### config.mk
export PLATFORM = sky130hd
export DESIGN_NAME = md_hilo_unit
export DESIGN_NICKNAME = d
export VERILOG_FILES = /design/src/rtl/mips_pkg.sv /design/src/rtl/md_shift_add_core.sv /design/src/rtl/md_hilo_unit.sv
export SDC_FILE = /design/constraint.sdc
export NUM_CORES = 1
export LEC_CHECK = 0
export ABC_CLOCK_PERIOD_IN_PS = 7550
export CAP_MARGIN = 10
export CORE_ASPECT_RATIO = 2
export CORE_MARGIN = 4
export CORE_UTILIZATION = 61
export DETAILED_ROUTE_END_ITERATION = 6
export GPL_ROUTABILITY_DRIVEN = 0
export PLACE_DENSITY = 0.82
export SYNTH_ARGS = -nofsm -noshare
export SYNTH_HDL_FRONTEND = slang
export SYNTH_SLANG_ARGS = --single-unit
### constraint.sdc
create_clock -name clk -period 7.55 [get_ports clk]
set_input_delay 1.51 -clock clk [delete_from_list [all_inputs] [get_ports clk]]
set_output_delay 1.51 -clock clk [all_outputs]
set_load 0.02 [all_outputs]
### src/rtl/mips_pkg.sv
// Shared MIPS pipeline definitions: opcode/funct encodings and the
// multiply/divide unit's operation and state types.
package mips_pkg;

    localparam logic [5:0] OP_MADDU    = 6'd28;
    localparam logic [5:0] FUNCT_MULTU = 6'd25;
    localparam logic [5:0] FUNCT_MFHI  = 6'd16;
    localparam logic [5:0] FUNCT_MFLO  = 6'd18;

    typedef enum logic {
        MD_MULTU = 1'b0,
        MD_MADDU = 1'b1
    } md_op_t;

    typedef enum logic {
        MD_IDLE = 1'b0,
        MD_RUN  = 1'b1
    } md_state_t;

endpackage

### src/rtl/md_shift_add_core.sv
// One-bit-per-cycle shift-add multiplier core: accumulator, multiplier shift
// register, step counter and completion detect (MD_EARLY_TERM_EN adds zero-multiplier exit).
module md_shift_add_core #(
    parameter int unsigned WIDTH = 32
) (
    input  logic               clk,
    input  logic               rst,
    input  logic               load,
    input  logic               step,
    input  logic [WIDTH-1:0]   mcand_in,
    input  logic [WIDTH-1:0]   mplier_in,
    output logic [2*WIDTH-1:0] product,
    output logic               last
);

    localparam int unsigned CntW = $clog2(WIDTH);

    logic [2*WIDTH-1:0] acc_q, acc_d;
    logic [WIDTH-1:0]   mcand_q, mcand_d;
    logic [WIDTH-1:0]   mplier_q, mplier_d;
    logic [CntW-1:0]    cnt_q, cnt_d;
    logic [2*WIDTH-1:0] addend;
    logic [WIDTH-1:0]   mplier_shr;

    always_comb begin
        addend     = mplier_q[0] ? ({{WIDTH{1'b0}}, mcand_q} << cnt_q) : '0;
        // product already includes this cycle's partial product
        product    = acc_q + addend;
        mplier_shr = mplier_q >> 1;
`ifdef MD_EARLY_TERM_EN
        last       = (cnt_q == CntW'(WIDTH - 1)) || (mplier_shr == '0);
`else
        last       = (cnt_q == CntW'(WIDTH - 1));
`endif

        acc_d    = acc_q;
        mcand_d  = mcand_q;
        mplier_d = mplier_q;
        cnt_d    = cnt_q;
        if (load) begin
            acc_d    = '0;
            mcand_d  = mcand_in;
            mplier_d = mplier_in;
            cnt_d    = '0;
        end else if (step) begin
            acc_d    = product;
            mplier_d = mplier_shr;
            cnt_d    = cnt_q + 1'b1;
        end
    end

    always_ff @(posedge clk or posedge rst) begin
        if (rst) begin
            acc_q    <= '0;
            mcand_q  <= '0;
            mplier_q <= '0;
            cnt_q    <= '0;
        end else begin
            acc_q    <= acc_d;
            mcand_q  <= mcand_d;
            mplier_q <= mplier_d;
            cnt_q    <= cnt_d;
        end
    end

endmodule

### src/rtl/md_hilo_unit.sv
// MULTU/MADDU unit owning HI/LO: control FSM, HI/LO commit, MADDU final add and
// EX-stage stall. Optional MD_EARLY_TERM_EN shortens latency for small multipliers.
module md_hilo_unit
    import mips_pkg::*;
#(
    parameter int unsigned WIDTH = 32
) (
    input  logic             clk,
    input  logic             rst,
    input  logic             start,
    input  logic             op,
    input  logic [WIDTH-1:0] rs_val,
    input  logic [WIDTH-1:0] rt_val,
    input  logic             abort,
    input  logic             mf_req,
    output logic [WIDTH-1:0] hi,
    output logic [WIDTH-1:0] lo,
    output logic             busy,
    output logic             done,
    output logic             stall
);

    md_state_t          state_q, state_d;
    md_op_t             op_q, op_d;
    logic [WIDTH-1:0]   hi_q, hi_d, lo_q, lo_d;
    logic               done_q, done_d;
    logic               load, step, last;
    logic [2*WIDTH-1:0] product, result;

    md_shift_add_core #(
        .WIDTH (WIDTH)
    ) u_core (
        .clk       (clk),
        .rst       (rst),
        .load      (load),
        .step      (step),
        .mcand_in  (rs_val),
        .mplier_in (rt_val),
        .product   (product),
        .last      (last)
    );

    always_comb begin
        // MADDU wraps modulo 2^(2*WIDTH); the carry out is dropped
        result  = (op_q == MD_MADDU) ? ({hi_q, lo_q} + product) : product;
        state_d = state_q;
        op_d    = op_q;
        hi_d    = hi_q;
        lo_d    = lo_q;
        done_d  = 1'b0;
        load    = 1'b0;
        step    = 1'b0;
        unique case (state_q)
            MD_IDLE: begin
                if (start && !abort) begin
                    load    = 1'b1;
                    op_d    = md_op_t'(op);
                    state_d = MD_RUN;
                end
            end
            MD_RUN: begin
                if (abort) begin
                    state_d = MD_IDLE;
                end else begin
                    step = 1'b1;
                    if (last) begin
                        {hi_d, lo_d} = result;
                        done_d       = 1'b1;
                        state_d      = MD_IDLE;
                    end
                end
            end
        endcase
    end

    always_ff @(posedge clk or posedge rst) begin
        if (rst) begin
            state_q <= MD_IDLE;
            op_q    <= MD_MULTU;
            hi_q    <= '0;
            lo_q    <= '0;
            done_q  <= 1'b0;
        end else begin
            state_q <= state_d;
            op_q    <= op_d;
            hi_q    <= hi_d;
            lo_q    <= lo_d;
            done_q  <= done_d;
        end
    end

    assign hi    = hi_q;
    assign lo    = lo_q;
    assign busy  = (state_q == MD_RUN);
    assign done  = done_q;
    assign stall = (start | mf_req) & busy;

endmodule

Yosys cells after proc, flatten, opt, wreduce, memory -nomap -nowiden
Cells that the tools add are included.

word-level totals
  output and inout port bits = 67
  word-level logic and storage cells = 41
  register bits = 200

operators by class
  multiplexer cells = 18
  reductions and logical operators = 5
  bitwise logic cells = 4
  shift-type cells = 1
  equal/unequal tests = 1
  add/sub/neg operators = 3

operators with widths
  kind                                                            count
  64-bit two-way mux                                              4
  64-bit adder                                                    2
  32-bit two-way mux                                              2
  32-bit by 5-bit left shift with 64-bit output                   1
  5-bit two-way mux                                               2
  1-bit two-way mux                                               9
  5-bit by 1-bit adder with 5-bit output (second input constant)  1
  5-bit equality test (second input constant)                     1
  3-bit AND reduction                                             1
  1-bit inverter                                                  2
  1-bit one-hot mux with 2 select lines                           1
  2-bit AND reduction                                             1
  2-bit nonzero test                                              1
  1-bit bitwise AND                                               1
  1-bit logical AND                                               1
  1-bit logical NOT                                               1
  1-bit bitwise OR                                                1

Longest topological paths before layout
  word-level depth = 5
  mapped depth = 33
  gate-level depth less buffers = 29

Cells and area by module
From an unflattened synthesis, not the netlist that was laid out.

second synthesis, totals
  cells, all modules = 2,201
  area total of the unflattened synthesis = 18,566.6 um2

modules (own cells, without submodules)
  module             area an instance (um2)  sequential area each (um2)  times used  cells an instance
  md_shift_add_core  11,677.4                3,328.2                     1           1,352
  md_hilo_unit       6,889.1                 1,676.6                     1           849

Worst setup path after synthesis
OpenSTA, ideal clock, no wires.

  kind = register to register
  from = register u_core.cnt_q[0]
  to = register hi_q[29], in the netlist hi[29]
  stages on the path, launching flop included = 33
  slack = 0.802 ns
  library setup time = 0.124 ns
  data arrival time = 6.624 ns
  period minus slack after synthesis = 6.748 ns
  path through = dfrtp_1 clkbuf_1 buf_1 inv_1 and3_1 a21oi_1 nor2_1 a21oi_1 mux2_2 mux2i_1 and2_1 ha_1 clkbuf_1 and2_1 nand3_1 or2_2 a2111oi_4 nor2_2 a22o_2 mux2i_1 and2_1 ha_1 clkbuf_1 nand4_1 nor3_1 inv_1 o21ai_1 a22oi_1 a31oi_1 a221o_1 a21oi_1 xnor2_1 a211o_1

between the ends
  word-level cells in the longest chain between the ends = 5

ends and longest elaborated chain
  what                                           RTL line                 text
  from (decl)                                    md_shift_add_core.sv:21  logic [CntW-1:0] cnt_q, cnt_d;
  from (signal assigned)                         md_shift_add_core.sv:62  cnt_q <= cnt_d;
  32-bit by 5-bit left shift with 64-bit output  md_shift_add_core.sv:26  addend = mplier_q[0] ? ({{WIDTH{1'b0}}, mcand_q} << cnt_q) : '0;
  64-bit two-way mux                             md_shift_add_core.sv:26
  64-bit adder                                   md_shift_add_core.sv:28  product = acc_q + addend;
  64-bit adder                                   md_hilo_unit.sv:45       result = (op_q == MD_MADDU) ? ({hi_q, lo_q} + product) : product;
  64-bit two-way mux                             md_hilo_unit.sv:45
  to (signal assigned)                           md_hilo_unit.sv:86       hi_q <= hi_d;
  to (decl)                                      md_hilo_unit.sv:25       logic [WIDTH-1:0] hi_q, hi_d, lo_q, lo_d;

Parallel ways exist; a longest one is shown, timed or not.
A chain may end at the register's enable or synchronous reset.

Worst setup path in the final report
  from = register u_core.cnt_q[0]
  to = register hi_q[31], in the netlist hi[31]

The elaborated chain is that of the path after synthesis.

==> metrics <==
sequential standard cell area=5010 sq um; # setup viols final=0; Core ar.=28300 sq um; Peak Freq=0.136 GHz; Synth Flop Type=dfrtp_1; initial antenna violation count=0; worst reg2reg setup slack=0.20 ns; syn nets=2328; Sink Count=200; Slew Viols, Final=0; vias in the first global route=17.8k; Slew headroom=0.258; fin crit share=0.973; gr busiest metal=met2; actual slew at the worst max-slew pin=1.11 ns; DRT iter0 DRCs=1602; total gr overflow=0; routed vias/inst=6.90; reg-to-reg startpoint=u_core.cnt_q[0]; die area=31800 sq um; PortBufs=136; fin nets=2426; peak supply drop=212 uV; hpwl dp=42900 microns; Starting Density=0.621; Total Power=3910 uW; Setup Crit Path Kind=flip-flop to flip-flop; WP data arrival=7.69 ns; Syn Inst Count=2121; drt pass-1 iters=6; CTS buffer count=17; Final Skew=0.0126 ns; CP endpoint=hi[31]; Yosys cell types=82; Post-Syn Area=17600 sq um; cell count of the worst reg-to-reg path=24; crit start category=flip-flop; data required time of the worst path=7.90 ns; Bufs on Longest Clock Path=2; Residual DRC=0; via count=17.9k; Area after DPL=19400 sq um; layout cells sized above 1=0.0842; Synth Area per Inst=8.29 sq um; commonest non-fill, non-tap cell in the layout=nand2_1; filler cell count=2276; post-route ant nets=0; # IOs=137; aggregate routed wire length=57700 microns; Die Width=128 microns; sequential share of the synthesized area=0.285; Hold Buf Count CTS=0; Clk Tree Root Cell=clkbuf_16; final instance area=20100 sq um; Post-synth EDFFs=0; FP Rows=87; Multi-input gate area=12000 sq um; met3 usage=0.0678; Ys Warns=0; max_cap viols=0; element type at the critical path end=flip-flop; largest net degree at the start of global routing=100; Die Span Y=248 microns; status=completed; All-Layer GR Usage=0.362; average wire per standard cell=22.3 microns; Fin. Hold Viols=0; Synth-to-Final Area Change=14.4%; CTS tree=done; Hold/Removal Path Class=flip-flop to flip-flop; crit path from=u_core.cnt_q[0]; CTS H-Tree Depth=4; met2 Resource Use GR=0.624; leakage=0.00945 uW; post-synthesis sequential element count=200; Crit Path Max Fanout=13; Core Util, Final=0.711; async set-reset flop share out of synthesis=1.00; clk slew on worst S/H paths=0.08 ns; reg-to-reg endpoint=hi[31]; Pwr Density=194 nW/um^2; setup repair after global routing missed its margin=yes; most frequent cells in the layout=nand2_1, dfrtp_1, a21oi_1, o21ai_0, nor2_1; fin crit period=7.35 ns; first-pass GRT wire length=91000 microns; M1 GR Usage=0.372; Skew-Pair Late Insertion Delay=0.48 ns
## worst max-delay path, cell delays in order (launching register included)
cell and delay (ns):
dfrtp_4 0.55, buf_4 0.21, mux4_2 0.54, mux2i_1 0.30, mux2_2 0.26, o22ai_1 0.12
ha_1 0.44, and4_1 0.28, nand2_1 0.08, o21ai_0 0.30, nand2b_1 0.22, a21oi_1 0.33
nor2_1 0.17, xnor2_1 0.49, ha_1 0.34, nand4_1 0.21, nor3_1 0.48, nor4bb_4 0.29
buf_4 0.21, o31a_1 0.26, a311oi_2 0.19, o211ai_1 0.34, a31o_2 0.24, mux2i_1 0.22
o211ai_1 0.12
## layout make-up
class	instances	share of cell area
Sequential cell	200	0.249
Inverter	39	0.00765
Tap cell	356	0.0221
Clock inverter	11	0.00647
Multi-Input combinational cell	1758	0.598
Timing Repair Buffer	203	0.0936
Clock buffer	21	0.0234
Antenna cell	1	0.000124
## worst min path at each step
stage / from / to / cells after the start
5_1_grt: u_core.mplier_q[6] / u_core.mplier_q[6] / 2
3_3_place_gp: u_core.mplier_q[18] / u_core.mplier_q[18] / 2
6_report: u_core.mplier_q[14] / u_core.mplier_q[14] / 2
4_1_cts: u_core.mplier_q[14] / u_core.mplier_q[14] / 2
3_5_place_dp: u_core.mplier_q[14] / u_core.mplier_q[14] / 2
2_1_floorplan: u_core.mplier_q[10] / u_core.mplier_q[10] / 2
## cell families after synthesis
| family | synth area share |
|---|---|
| mux | 0.0791 |
| flops | 0.285 |
| xor+xnor | 0.0503 |
| simple gates | 0.178 |
| compound gates | 0.272 |
| buf+inv | 0.0384 |
| fa+ha+maj | 0.0983 |
## routing by layer
layer  share of wire  wire length [microns]  vias to the layer above
met4            0.11                   6110                        0
met1            0.34                  19400                     8426
li1                -                      -                     8028
met2            0.49                  28400                      998
met3           0.066                   3810                      413
met5               0                      0                        -
## timing repair
action / 4_1_cts / 5_1_grt
gates resized for setup: 1 / 21
pin swaps: 0 / 1
buffers inserted: 0 / 1
setup endpoints to repair: 6 / 26
## flip-flops by register name, indices dropped and copies added (netlist names)
signal and cells:
hi 32, u_core.acc_q 64, done 1, u_core.cnt_q 5
op_q 1, u_core.mcand_q 32, u_core.mplier_q 32, lo 32
busy 1
## Yosys cell counts (6+ instances only)
| master | count | area [sq um] |
|---|---|---|
| a211o_1 | 8 | 70.1 |
| a211oi_1 | 24 | 180 |
| a21o_1 | 67 | 503 |
| a21oi_1 | 168 | 841 |
| a221o_1 | 6 | 60.1 |
| a22o_1 | 62 | 543 |
| a22oi_1 | 36 | 270 |
| a31oi_1 | 15 | 93.8 |
| and2_1 | 24 | 150 |
| and3_1 | 16 | 100 |
| and4_1 | 8 | 70.1 |
| buf_1 | 13 | 48.8 |
| clkbuf_1 | 101 | 379 |
| dfrtp_1 | 200 | 5000 |
| ha_1 | 135 | 1690 |
| inv_1 | 38 | 143 |
| mux2_2 | 16 | 180 |
| mux2i_1 | 67 | 671 |
| mux4_2 | 24 | 541 |
| nand2_1 | 329 | 1230 |
| nand2b_1 | 14 | 87.6 |
| nand3_1 | 34 | 170 |
| nand4_1 | 36 | 225 |
| nor2_1 | 147 | 552 |
| nor2b_1 | 16 | 100 |
| nor3_1 | 29 | 145 |
| nor4_1 | 9 | 56.3 |
| o211ai_1 | 13 | 97.6 |
| o21a_1 | 29 | 218 |
| o21ai_0 | 163 | 816 |
| o21bai_1 | 21 | 158 |
| o22ai_1 | 23 | 144 |
| o31ai_1 | 10 | 75.1 |
| or2_2 | 8 | 50.1 |
| or3_1 | 9 | 56.3 |
| xnor2_1 | 65 | 569 |
| xor2_1 | 36 | 315 |
## metrics by stage
| stage | setup slack, ns | instances | TNS, ns | hold WS (ns) |
|---|---|---|---|---|
| 3_5_place_dp | -0.272 | 2553 | -0.921 | 0.475 |
| 6_report | 0.204 | 2589 | 0 | 0.491 |
| 3_3_place_gp | -0.0812 | 2553 | -0.195 | 0.464 |
| 2_1_floorplan | 0.586 | 2121 | 0 | 0.450 |
| 4_1_cts | 0.0152 | 2585 | 0 | 0.492 |
| 5_1_grt | -0.0313 | 2588 | -0.0313 | 0.508 |
## report_power, final
group          total (uW)  switching (uW)  internal [uW]
registers            1300             115           1190
clock network         974             478            496
logic                1630             977            655
total                3910            1570           2340
Power figures use the tool's default switching activity.
